[src/rtl/fetch_pkg.sv]
// Shared definitions for the instruction-fetch stage: state encodings and
// the canonical NOP injected on redirects and reset.
package fetch_pkg;

    localparam int unsigned XLEN_DEFAULT = 64;

    // addi x0, x0, 0
    localparam logic [31:0] NOP_INSN = 32'h0000_0013;

    typedef enum logic [1:0] {
        S_REQ  = 2'd0,
        S_HOLD = 2'd1,
        S_KILL = 2'd2
    } fetch_state_e;

endpackage

[src/rtl/fetch.sv]
// Instruction-fetch stage: owns the PC, keeps one 32-bit read outstanding on the
// instruction bus and hands fetched words to PD, honouring stalls and redirects.
module fetch
    import fetch_pkg::*;
#(
    parameter int unsigned     XLEN     = XLEN_DEFAULT,
    parameter logic [XLEN-1:0] RESET_PC = 64'h0000_0000_8000_0000
) (
    input  logic            clk,
    input  logic            rst_n,
    input  logic            stall_if,
    input  logic            jmp,
    input  logic [XLEN-1:0] jmp_addr,
    output logic            i_rd,
    output logic [XLEN-1:0] i_addr,
    input  logic [31:0]     i_data,
    input  logic            i_ack,
    output logic            b_rd_i,
    output logic [31:0]     ir_if,
    output logic [XLEN-1:0] pc_if
);

    fetch_state_e    state_q;
    logic [XLEN-1:0] pc_q;
    logic [XLEN-1:0] kill_addr_q;
    logic [31:0]     ibuf_q;
    logic [XLEN-1:0] jmp_tgt;

    assign jmp_tgt = {jmp_addr[XLEN-1:2], 2'b00};

    // Gated by rst_n so the request drops the moment reset is asserted.
    assign i_rd   = rst_n && (state_q != S_HOLD);
    assign i_addr = (state_q == S_KILL) ? kill_addr_q : pc_q;
    assign b_rd_i = i_rd && !i_ack;

    always_ff @(posedge clk or negedge rst_n) begin
        if (!rst_n) begin
            state_q     <= S_REQ;
            pc_q        <= RESET_PC;
            kill_addr_q <= RESET_PC;
            ibuf_q      <= NOP_INSN;
            ir_if       <= NOP_INSN;
            pc_if       <= RESET_PC;
        end else begin
            case (state_q)
                S_REQ: begin
                    if (jmp) begin
                        pc_q  <= jmp_tgt;
                        ir_if <= NOP_INSN;
                        pc_if <= jmp_tgt;
                        if (!i_ack) begin
                            // Keep the in-flight address on the bus until its ack.
                            kill_addr_q <= pc_q;
                            state_q     <= S_KILL;
                        end
                    end else if (i_ack) begin
                        if (!stall_if) begin
                            ir_if <= i_data;
                            pc_if <= pc_q;
                            pc_q  <= pc_q + XLEN'(4);
                        end else begin
                            ibuf_q  <= i_data;
                            state_q <= S_HOLD;
                        end
                    end
                end
                S_HOLD: begin
                    if (jmp) begin
                        pc_q    <= jmp_tgt;
                        ir_if   <= NOP_INSN;
                        pc_if   <= jmp_tgt;
                        state_q <= S_REQ;
                    end else if (!stall_if) begin
                        ir_if   <= ibuf_q;
                        pc_if   <= pc_q;
                        pc_q    <= pc_q + XLEN'(4);
                        state_q <= S_REQ;
                    end
                end
                S_KILL: begin
                    if (jmp) begin
                        pc_q <= jmp_tgt;
                    end
                    if (i_ack) begin
                        state_q <= S_REQ;
                    end
                end
                default: state_q <= S_REQ;
            endcase
        end
    end

endmodule

[config.mk]
export PLATFORM = sky130hd
export DESIGN_NAME = fetch
export DESIGN_NICKNAME = d
export VERILOG_FILES = /design/src/rtl/fetch_pkg.sv /design/src/rtl/fetch.sv
export SDC_FILE = /design/constraint.sdc
export NUM_CORES = 1
export LEC_CHECK = 0
export CORE_UTILIZATION = 43
export DETAILED_ROUTE_END_ITERATION = 10
export PLACE_DENSITY = 0.69
export SYNTH_ARGS = -nofsm -noshare
export SYNTH_HDL_FRONTEND = slang
export SYNTH_SLANG_ARGS = --single-unit
[constraint.sdc]
create_clock -name clk -period 3.56 [get_ports clk]
set_input_delay 0.356 -clock clk [delete_from_list [all_inputs] [get_ports clk]]
set_output_delay 0.356 -clock clk [all_outputs]
set_load 0.05 [all_outputs]
==> results of run 1 <==
[synthesized netlist by cell type, types with 4 or more instances]
cell                        instances  area, um2
sky130_fd_sc_hd__a2bb2oi_1         11       96.3
sky130_fd_sc_hd__o22a_1             4       35.0
sky130_fd_sc_hd__or3_1              8       50.1
sky130_fd_sc_hd__and4_1            10       87.6
sky130_fd_sc_hd__nand2b_1           7       43.8
sky130_fd_sc_hd__nand2_1          325       1220
sky130_fd_sc_hd__nand3_1           38        190
sky130_fd_sc_hd__o32ai_1            4       35.0
sky130_fd_sc_hd__nand4_1           18        113
sky130_fd_sc_hd__nor3_1            20        100
sky130_fd_sc_hd__nor2_1            50        188
sky130_fd_sc_hd__inv_1              8       30.0
sky130_fd_sc_hd__nor4_1             5       31.3
sky130_fd_sc_hd__mux2_2            96       1080
sky130_fd_sc_hd__o22ai_1           17        106
sky130_fd_sc_hd__buf_1             22       82.6
sky130_fd_sc_hd__clkbuf_1          87        327
sky130_fd_sc_hd__nor2b_1            4       25.0
sky130_fd_sc_hd__o31ai_1           31        233
sky130_fd_sc_hd__dfstp_2            9        236
sky130_fd_sc_hd__and3_1            13       81.3
sky130_fd_sc_hd__a21oi_1           68        340
sky130_fd_sc_hd__o21ai_0          107        536
sky130_fd_sc_hd__mux2i_1           90        901
sky130_fd_sc_hd__a31oi_1            5       31.3
sky130_fd_sc_hd__dfrtp_1          244       6110
sky130_fd_sc_hd__buf_4              4       30.0
sky130_fd_sc_hd__and2_1             7       43.8
[metal layers]
layer	up-vias	wire, um
met5	-	0
met4	0	746
met3	45	2360
met2	381	17000
met1	5430	16800
li1	5209	-
[cell usage in the layout, fill, tap and decap left out, types with 7 or more instances in the layout]
master                            count
sky130_fd_sc_hd__nand2_1            324
sky130_fd_sc_hd__and2_1               7
sky130_fd_sc_hd__mux2_2              96
sky130_fd_sc_hd__a21oi_1             68
sky130_fd_sc_hd__inv_1                8
sky130_fd_sc_hd__and4_1              10
sky130_fd_sc_hd__and3_1              13
sky130_fd_sc_hd__clkinv_2             8
sky130_fd_sc_hd__a2bb2oi_1           10
sky130_fd_sc_hd__buf_4               23
sky130_fd_sc_hd__dfstp_2              9
sky130_fd_sc_hd__clkbuf_8             7
sky130_fd_sc_hd__o22ai_1             17
sky130_fd_sc_hd__o31ai_1             31
sky130_fd_sc_hd__nand4_1             18
sky130_fd_sc_hd__dfrtp_1            244
sky130_fd_sc_hd__nor2_1              49
sky130_fd_sc_hd__o21ai_0            107
sky130_fd_sc_hd__mux2i_1             90
sky130_fd_sc_hd__clkdlybuf4s50_1    255
sky130_fd_sc_hd__nand3_1             38
sky130_fd_sc_hd__nor3_1              20
sky130_fd_sc_hd__clkbuf_16           31
sky130_fd_sc_hd__or3_1                8
[critical path, cell delays in order (launching register included)]
cell,delay [ns]
sky130_fd_sc_hd__dfrtp_1,0.60
sky130_fd_sc_hd__nor2b_4,0.25
sky130_fd_sc_hd__buf_12,0.33
sky130_fd_sc_hd__nand2_1,0.10
sky130_fd_sc_hd__o21ai_0,0.14
sky130_fd_sc_hd__clkdlybuf4s50_1,0.86
[state kept, by name, summed over array words and instances, names as in the netlist]
register	flops
pc_if	63
pc_q	62
ir_if	32
kill_addr_q	62
ibuf_q	32
state_q	2
[area by class of cell]
cell class	instances	area share
tap	384	0.0284
inverter	8	0.00178
antenna	1	0.000148
clock buffer	42	0.0525
clock inverter	14	0.0105
sequential	253	0.375
multi-input combinational	988	0.361
timing repair buffer	286	0.170
[how the worst max path moves through the flow]
stage          slack (ns)        from          to  cells past startpoint
2_1_floorplan        1.11  state_q[1]      b_rd_i                      5
3_3_place_gp         0.73    pc_q[11]    pc_q[59]                      6
3_5_place_dp         0.68    pc_q[11]    pc_q[59]                      6
4_1_cts              0.33  state_q[1]  i_addr[33]                      5
5_1_grt              0.23  state_q[0]  i_addr[58]                      5
6_report             0.36  state_q[1]  i_addr[33]                      5
[power groups by stage]
stage	logic, W	clock network (W)	registers, W
floorplan	0.00245	0	0.00526
global placement	0.00495	0	0.00444
detailed placement	0.00501	0	0.00449
CTS	0.00503	0.00331	0.00445
global route	0.00532	0.00343	0.00458
finish	0.00499	0.00324	0.00445
[per-stage QoR]
stage	power [W]	instances	hold slack, ns
6_report	0.0127	1976	0.276
5_1_grt	0.0133	1975	0.287
4_1_cts	0.0128	1975	0.259
3_5_place_dp	0.00950	1918	0.247
3_3_place_gp	0.00938	1918	0.244
2_1_floorplan	0.00772	1366	0.0604
[cells by family (layout without fill, tap and decap cells)]
family / count (synthesis) / after routing / synth area share
muxes: 186 / 186 / 0.154
DFF: 253 / 253 / 0.493
buffers and inverters: 125 / 350 / 0.0385
AOI/OAI and AO/OA: 279 / 279 / 0.131
other: 1 / 3 / 0.000291
and+or+nand+nor: 520 / 520 / 0.183
adders and majority gates: 1 / 1 / 0.000972
==> Flow_metrics.wiki, run 1 <==
{| class="wikitable"
! Metric !! Value
|-
| Nature of the critical path startpoint || flip-flop
|-
| Fraction of registers with async set/reset || 1.00
|-
| TritonCTS buffer count || 30
|-
| CTS hold repair buffers || 1
|-
| Minimum clock period after layout || 3.20 ns
|-
| Area of the die || 30600 um2
|-
| Maximum net fanout on the critical path || 71
|-
| Setup TNS || 0 ns
|-
| Count of final max-slew check failures || 0
|-
| Critical register-to-register path endpoint || pc_q[59]
|-
| Storage element area || about 6300 um2
|-
| RR Startpoint || pc_q[11]
|-
| First-pass DRT Iterations || 5
|-
| Proportion of synthesized chip area in sequential cells || 0.493
|-
| Type of the worst setup path || reg2out
|-
| Final #Nets || 1669
|-
| HPWL reported at the end of detailed placement || 24.5 mm
|-
| Unrepaired setup endpoints after global routing || false
|-
| Switching power || 0.00510 W
|-
| Worst slew slack as a fraction of its limit || 0.366
|-
| Sw Share || 0.402
|-
| Max_cap viols || 0
|-
| Mean cell area of the mapped netlist || 9.42 um2
|-
| Slew at the pin closest to its max-slew limit || between 0.9 and 1 ns
|-
| Post-synth design cell area || 12900 um2
|-
| Share of final-layout standard cells stronger than drive strength 1 || 0.129
|-
| Final RePlAce weighted congestion || 0.813
|-
| Final Hold Fails || 0
|-
| Status || complete, no violations
|-
| Number of sinks handled by clock tree synthesis || 253
|-
| Power Density || between 700 and 800 nW/um2
|-
| Overall die height || 175 um
|-
| Routed wirelength normalized by instance count || 18.7 um
|-
| Setup ws final || 0.356 ns
|-
| All-layer global routing usage || 0.242
|-
| Final core utilization || 0.581
|-
| Clock root buffer || sky130_fd_sc_hd__clkbuf_16
|-
| Share of total power in combinational logic || 0.393
|-
| Worst clock skew || roughly 0.013 ns
|-
| Worst Reg2Reg Path Length in Cells || 6
|-
| Vias in the first global route || 10893
|-
| Clock tree from TritonCTS || yes
|-
| Most used flip-flop cell after synthesis || sky130_fd_sc_hd__dfrtp_1
|-
| Clock slew at the register clock pins of the worst setup and hold paths || 0.06 ns
|-
| I/O Buffers || 258
|-
| Filler cell count || roughly 2600
|-
| Number of gates resized after CTS || 0
|-
| EDFF count, synth || 0
|-
| Width of the chip || 175 um
|-
| Register-to-register setup slack || approximately 0.64 ns
|-
| Via-to-Cell Ratio || 5.60
|-
| Warnings from Yosys || 0
|-
| Routed Antenna Nets || 0
|-
| Area of the placeable core || 29100 um2
|-
| Top-Level Pins || 263
|-
| Maximum number of buffers from clock root to sink || 3
|-
| Hold/Removal Path Class || in2async
|-
| Global-route track usage on met2 || 0.388
|-
| Leakage Power || 7.36 nW
|-
| Met3 Track Usage GR || 0.0461
|-
| Worst slack, placed || 0.682 ns
|-
| Largest net degree at the start of global routing || 150
|-
| Wire length of the first global-routing pass || 59.6 mm
|-
| Maximum level of the CTS H-tree || 1
|-
| Vias after detailed routing || 11065
|-
| Placed cell areas || 15800 um2
|-
| Top Usage Layer GRT || met2
|-
| Final standard cell area without fillers || 16900 um2
|-
| Sequential share of power || 0.351
|-
| Layout area overhead || 31.3%
|-
| Crit path required time || roughly 3.2 ns
|-
| Initial antenna violation count || 0
|-
| Total setup buffers inserted after CTS || 0
|-
| Clk pwr share || 0.256
|-
| Int Pwr || 0.00759 W
|-
| Tcrit/Tclk final || 0.900
|-
| Met1 Track Usage GR || 0.338
|-
| Clock Latency Late Sink || between 0.5 and 0.6 ns
|-
| Global route total overflow || 0
|-
| Number of DRC markers after the initial detailed-route iteration || 772
|-
| Multi-input combinational cell area || 6100 um2
|-
| Worst IR drop on VDD || 0.488 mV
|-
| Crit path arrival time || 2.85 ns
|-
| Number of rows in the core area || 62
|-
| Number of DRC violations after detailed routing || 0
|-
| Count of different cell masters after synthesis || 58
|-
| WL final || about 37 mm
|-
| Starting density of the core || 0.442
|-
| Gate count of the mapped netlist || between 1000 and 1500
|-
| Fmax || 312 MHz
|-
| Number of register bits inferred by synthesis || 253
|-
| Crit end category || output port
|-
| Total of endpoints with negative setup slack in the final report || 0
|}
Power figures use the tool's default switching activity.
==> inputs of run 2 (changes only) <==
--- a/config.mk
+++ b/config.mk
@@ -7,6 +7,7 @@
 export LEC_CHECK = 0
 export CORE_UTILIZATION = 43
 export DETAILED_ROUTE_END_ITERATION = 10
+export GPL_TIMING_DRIVEN = 1
 export PLACE_DENSITY = 0.69
 export SYNTH_ARGS = -nofsm -noshare
 export SYNTH_HDL_FRONTEND = slang
==> results of run 2 <==
No change in the layout: final DEF, timing and power equal those of run 1.
==> inputs of run 3 (changes only) <==
--- a/config.mk
+++ b/config.mk
@@ -5,10 +5,11 @@
 export SDC_FILE = /design/constraint.sdc
 export NUM_CORES = 1
 export LEC_CHECK = 0
+export CORE_MARGIN = 10
 export CORE_UTILIZATION = 43
 export DETAILED_ROUTE_END_ITERATION = 10
 export GPL_TIMING_DRIVEN = 1
-export PLACE_DENSITY = 0.69
+export PLACE_DENSITY = 0.7
 export SYNTH_ARGS = -nofsm -noshare
 export SYNTH_HDL_FRONTEND = slang
 export SYNTH_SLANG_ARGS = --single-unit
==> constraint.sdc (replaced) <==
create_clock -name clk -period 3.05 [get_ports clk]
set_input_delay 0.305 -clock clk [delete_from_list [all_inputs] [get_ports clk]]
set_output_delay 0.305 -clock clk [all_outputs]
set_load 0.05 [all_outputs]
==> run 3 against run 2 <==
Count of clock-buffer cells in the layout is the same. Combinational power rose by 18%. Clock skew up 0.0052 ns. Cell count up 0.61%. Largest cell class unchanged. Utilization shrank 1.4 points. Critical path type unchanged. Worst setup slack got worse by 0.24 ns.
==> Flow_metrics.wiki, run 3 (synthesis gave the netlist of run 1 again) <==
{| class="wikitable"
! Metric !! Value
|-
| Via-to-Cell Ratio || approximately 5.6
|-
| Overall die height || 193 um
|-
| Area of the placeable core || ~30000 um2
|-
| Clk pwr share || 0.230
|-
| Nature of the critical path startpoint || flip-flop
|-
| Final #Nets || 1677
|-
| Highest layer used for signal routing || met5
|-
| Largest net degree at the start of global routing || 142
|-
| Area of the die || 37200 um2
|-
| Setup ws final || around 0.12 ns
|-
| TritonCTS buffer count || 29
|-
| Count of final max-slew check failures || 0
|-
| RR Startpoint || pc_q[13]
|-
| Clock root buffer || sky130_fd_sc_hd__clkbuf_16
|-
| Largest registers || pc_if: 63 flops, kill_addr_q: 62 flops, pc_q: 62 flops
|-
| Initial antenna violation count || 2
|-
| Worst Reg2Reg Path Length in Cells || 6
|-
| Setup TNS || 0 ns
|-
| Clock tree from TritonCTS || yes
|-
| Worst IR drop on VDD || 0.561 mV
|-
| Critical Path Source || state_q[1]
|-
| Int Pwr || about 0.0084 W
|-
| Met2 wirelength from detailed routing || approximately 19 mm
|-
| Global route total overflow || 0
|-
| Top-Level Pins || 263
|-
| Max_cap viols || 0
|-
| Routed wirelength normalized by instance count || approximately 20 um
|-
| Layout area overhead || 30.3%
|-
| Worst clock skew || 0.0180 ns
|-
| Maximum number of buffers from clock root to sink || 3
|-
| Routed Antenna Nets || 0
|-
| Critical register-to-register path endpoint || pc_q[59]
|-
| Non-filler instance count after layout || 1988
|-
| First-pass DRT Iterations || 5
|-
| Clock slew at the register clock pins of the worst setup and hold paths || 0.06 ns
|-
| Clock Latency Late Sink || 0.54 ns
|-
| Crit path to || i_addr[23]
|-
| Reg with most FFs || pc_if
|-
| Type of the worst setup path || reg2out
|-
| Sequential share of power || 0.361
|-
| Final Hold Fails || 0
|-
| Crit path arrival time || 2.63 ns
|-
| Sw Share || 0.417
|-
| WL final || roughly 40 mm
|-
| Register-to-register setup slack || 0.26 ns
|-
| Number of rows in the core area || 63
|-
| Slew at the pin closest to its max-slew limit || 0.844 ns
|-
| Total setup buffers inserted after CTS || 0
|-
| Total of endpoints with negative setup slack in the final report || 0
|-
| HPWL reported at the end of detailed placement || 27.3 mm
|-
| Power Density || 856 nW/um2
|-
| Tcrit/Tclk final || 0.961
|-
| Starting density of the core || 0.435
|-
| Unrepaired setup endpoints after global routing || false
|-
| Share of total power in combinational logic || 0.409
|-
| Most common cell after layout, fill and taps aside || sky130_fd_sc_hd__nand2_1
|-
| Leakage Power || 7.39 nW
|-
| Status || complete, no violations
|-
| Worst slew slack as a fraction of its limit || 0.437
|-
| Final RePlAce weighted congestion || 0.809
|-
| Leading cell types in the layout, fill and taps excluded || sky130_fd_sc_hd__nand2_1 (324), sky130_fd_sc_hd__dfrtp_1 (244), sky130_fd_sc_hd__clkdlybuf4s50_1 (209), sky130_fd_sc_hd__o21ai_0 (107), sky130_fd_sc_hd__mux2_2 (96)
|-
| Crit end category || output port
|-
| Flip-flop count of the largest register after layout || 63
|-
| Number of DRC markers after the initial detailed-route iteration || 682
|-
| Switching power || 0.00598 W
|-
| Final standard cell area without fillers || approximately 17000 um2
|-
| Share of final-layout standard cells stronger than drive strength 1 || 0.154
|-
| Maximum level of the CTS H-tree || 1
|-
| Detailed route wirelength on metal3 || between 3 and 4 mm
|-
| Fmax || approximately 340 MHz
|-
| Maximum net fanout on the critical path || 27
|-
| Width of the chip || 193 um
|-
| Hold/Removal Path Class || in2async
|-
| Vias in the first global route || 11094
|-
| Total placed cells including tap cells || 1933
|-
| I/O Buffers || 258
|-
| Vias after detailed routing || 11058
|-
| All-layer global routing usage || 0.207
|-
| Wire length the detailed router placed on met1 || 17.6 mm
|-
| Crit path required time || about 2.7 ns
|-
| Number of sinks handled by clock tree synthesis || 253
|-
| Overall power after layout || 0.0143 W
|-
| Number of DRC violations after detailed routing || 0
|-
| Filler cell count || 2609
|-
| Worst slack, placed || ~0.29 ns
|-
| Placed cell areas || 15800 um2
|-
| Wire length of the first global-routing pass || 62.3 mm
|-
| Minimum clock period after layout || approximately 3 ns
|}
==> run 3: cell count changes in the layout (fill, tap and decap cells not counted), sizes merged <==
cell,change
buf,+46
clkdlybuf4s50,-46
dlygate4sd2,+7
bufinv,-4
clkinv,-2
clkinvlp,+2
dlymetal6s2s,+2
diode,+1
==> run 3: power groups by stage <==
| stage | Sequential (W) | Combinational [W] | Clock, W |
|---|---|---|---|
| floorplan | 0.00615 | 0.00286 | 0 |
| global placement | 0.00515 | 0.00586 | 0 |
| detailed placement | 0.00522 | 0.00593 | 0 |
| CTS | 0.00517 | 0.00594 | 0.00338 |
| global route | 0.00533 | 0.00626 | 0.00353 |
| finish | 0.00518 | 0.00587 | 0.00330 |
==> run 3: routing by layer <==
layer	up-vias	global-route usage
li1	5235	-
met1	5457	0.280
met2	325	0.334
met3	39	0.0502
met4	2	0.0396
met5	-	0
==> run 3: layout make-up <==
type	instances	area, um2	area share
repair buffers	295	2880	0.172
well taps	390	488	0.0291
clock inverters	10	61.3	0.00366
flip-flops and latches	253	6340	0.378
inverters	8	30.0	0.00179
clock buffers	42	845	0.0504
diodes	2	5.00	0.000299
multi-input cells	988	6110	0.364
==> run 3: critical path, cell delays in order (launching register included) <==
cell                              delay [ns]
sky130_fd_sc_hd__dfrtp_1                0.63
sky130_fd_sc_hd__nor2b_4                0.27
sky130_fd_sc_hd__buf_12                 0.21
sky130_fd_sc_hd__nand2_1                0.09
sky130_fd_sc_hd__nand2_1                0.06
sky130_fd_sc_hd__clkdlybuf4s50_1        0.83
==> run 3: repair_timing <==
action,CTS,global route
pin swaps,0,0
gates cloned,0,0
endpoints found under the hold margin,35,0
gates resized for setup,8,2
hold buffers,1,0
setup endpoints to repair,11,2
==> run 3: worst min-delay path by stage <==
stage	slack (ns)	start	endpoint
2_1_floorplan	0.009	rst_n	ibuf_q[10]
3_3_place_gp	0.21	rst_n	ibuf_q[23]
3_5_place_dp	0.21	rst_n	ibuf_q[23]
4_1_cts	0.24	rst_n	ibuf_q[23]
5_1_grt	0.28	rst_n	ir_if[22]
6_report	0.26	rst_n	ir_if[22]
==> run 3: stage by stage <==
| stage | util | hold slack [ns] |
|---|---|---|
| floorplan | - | 0.00941 |
| global placement | 0.536 | 0.215 |
| detailed placement | 0.536 | 0.214 |
| CTS | 0.567 | 0.241 |
| global route | 0.567 | 0.279 |
| finish | 0.567 | 0.257 |
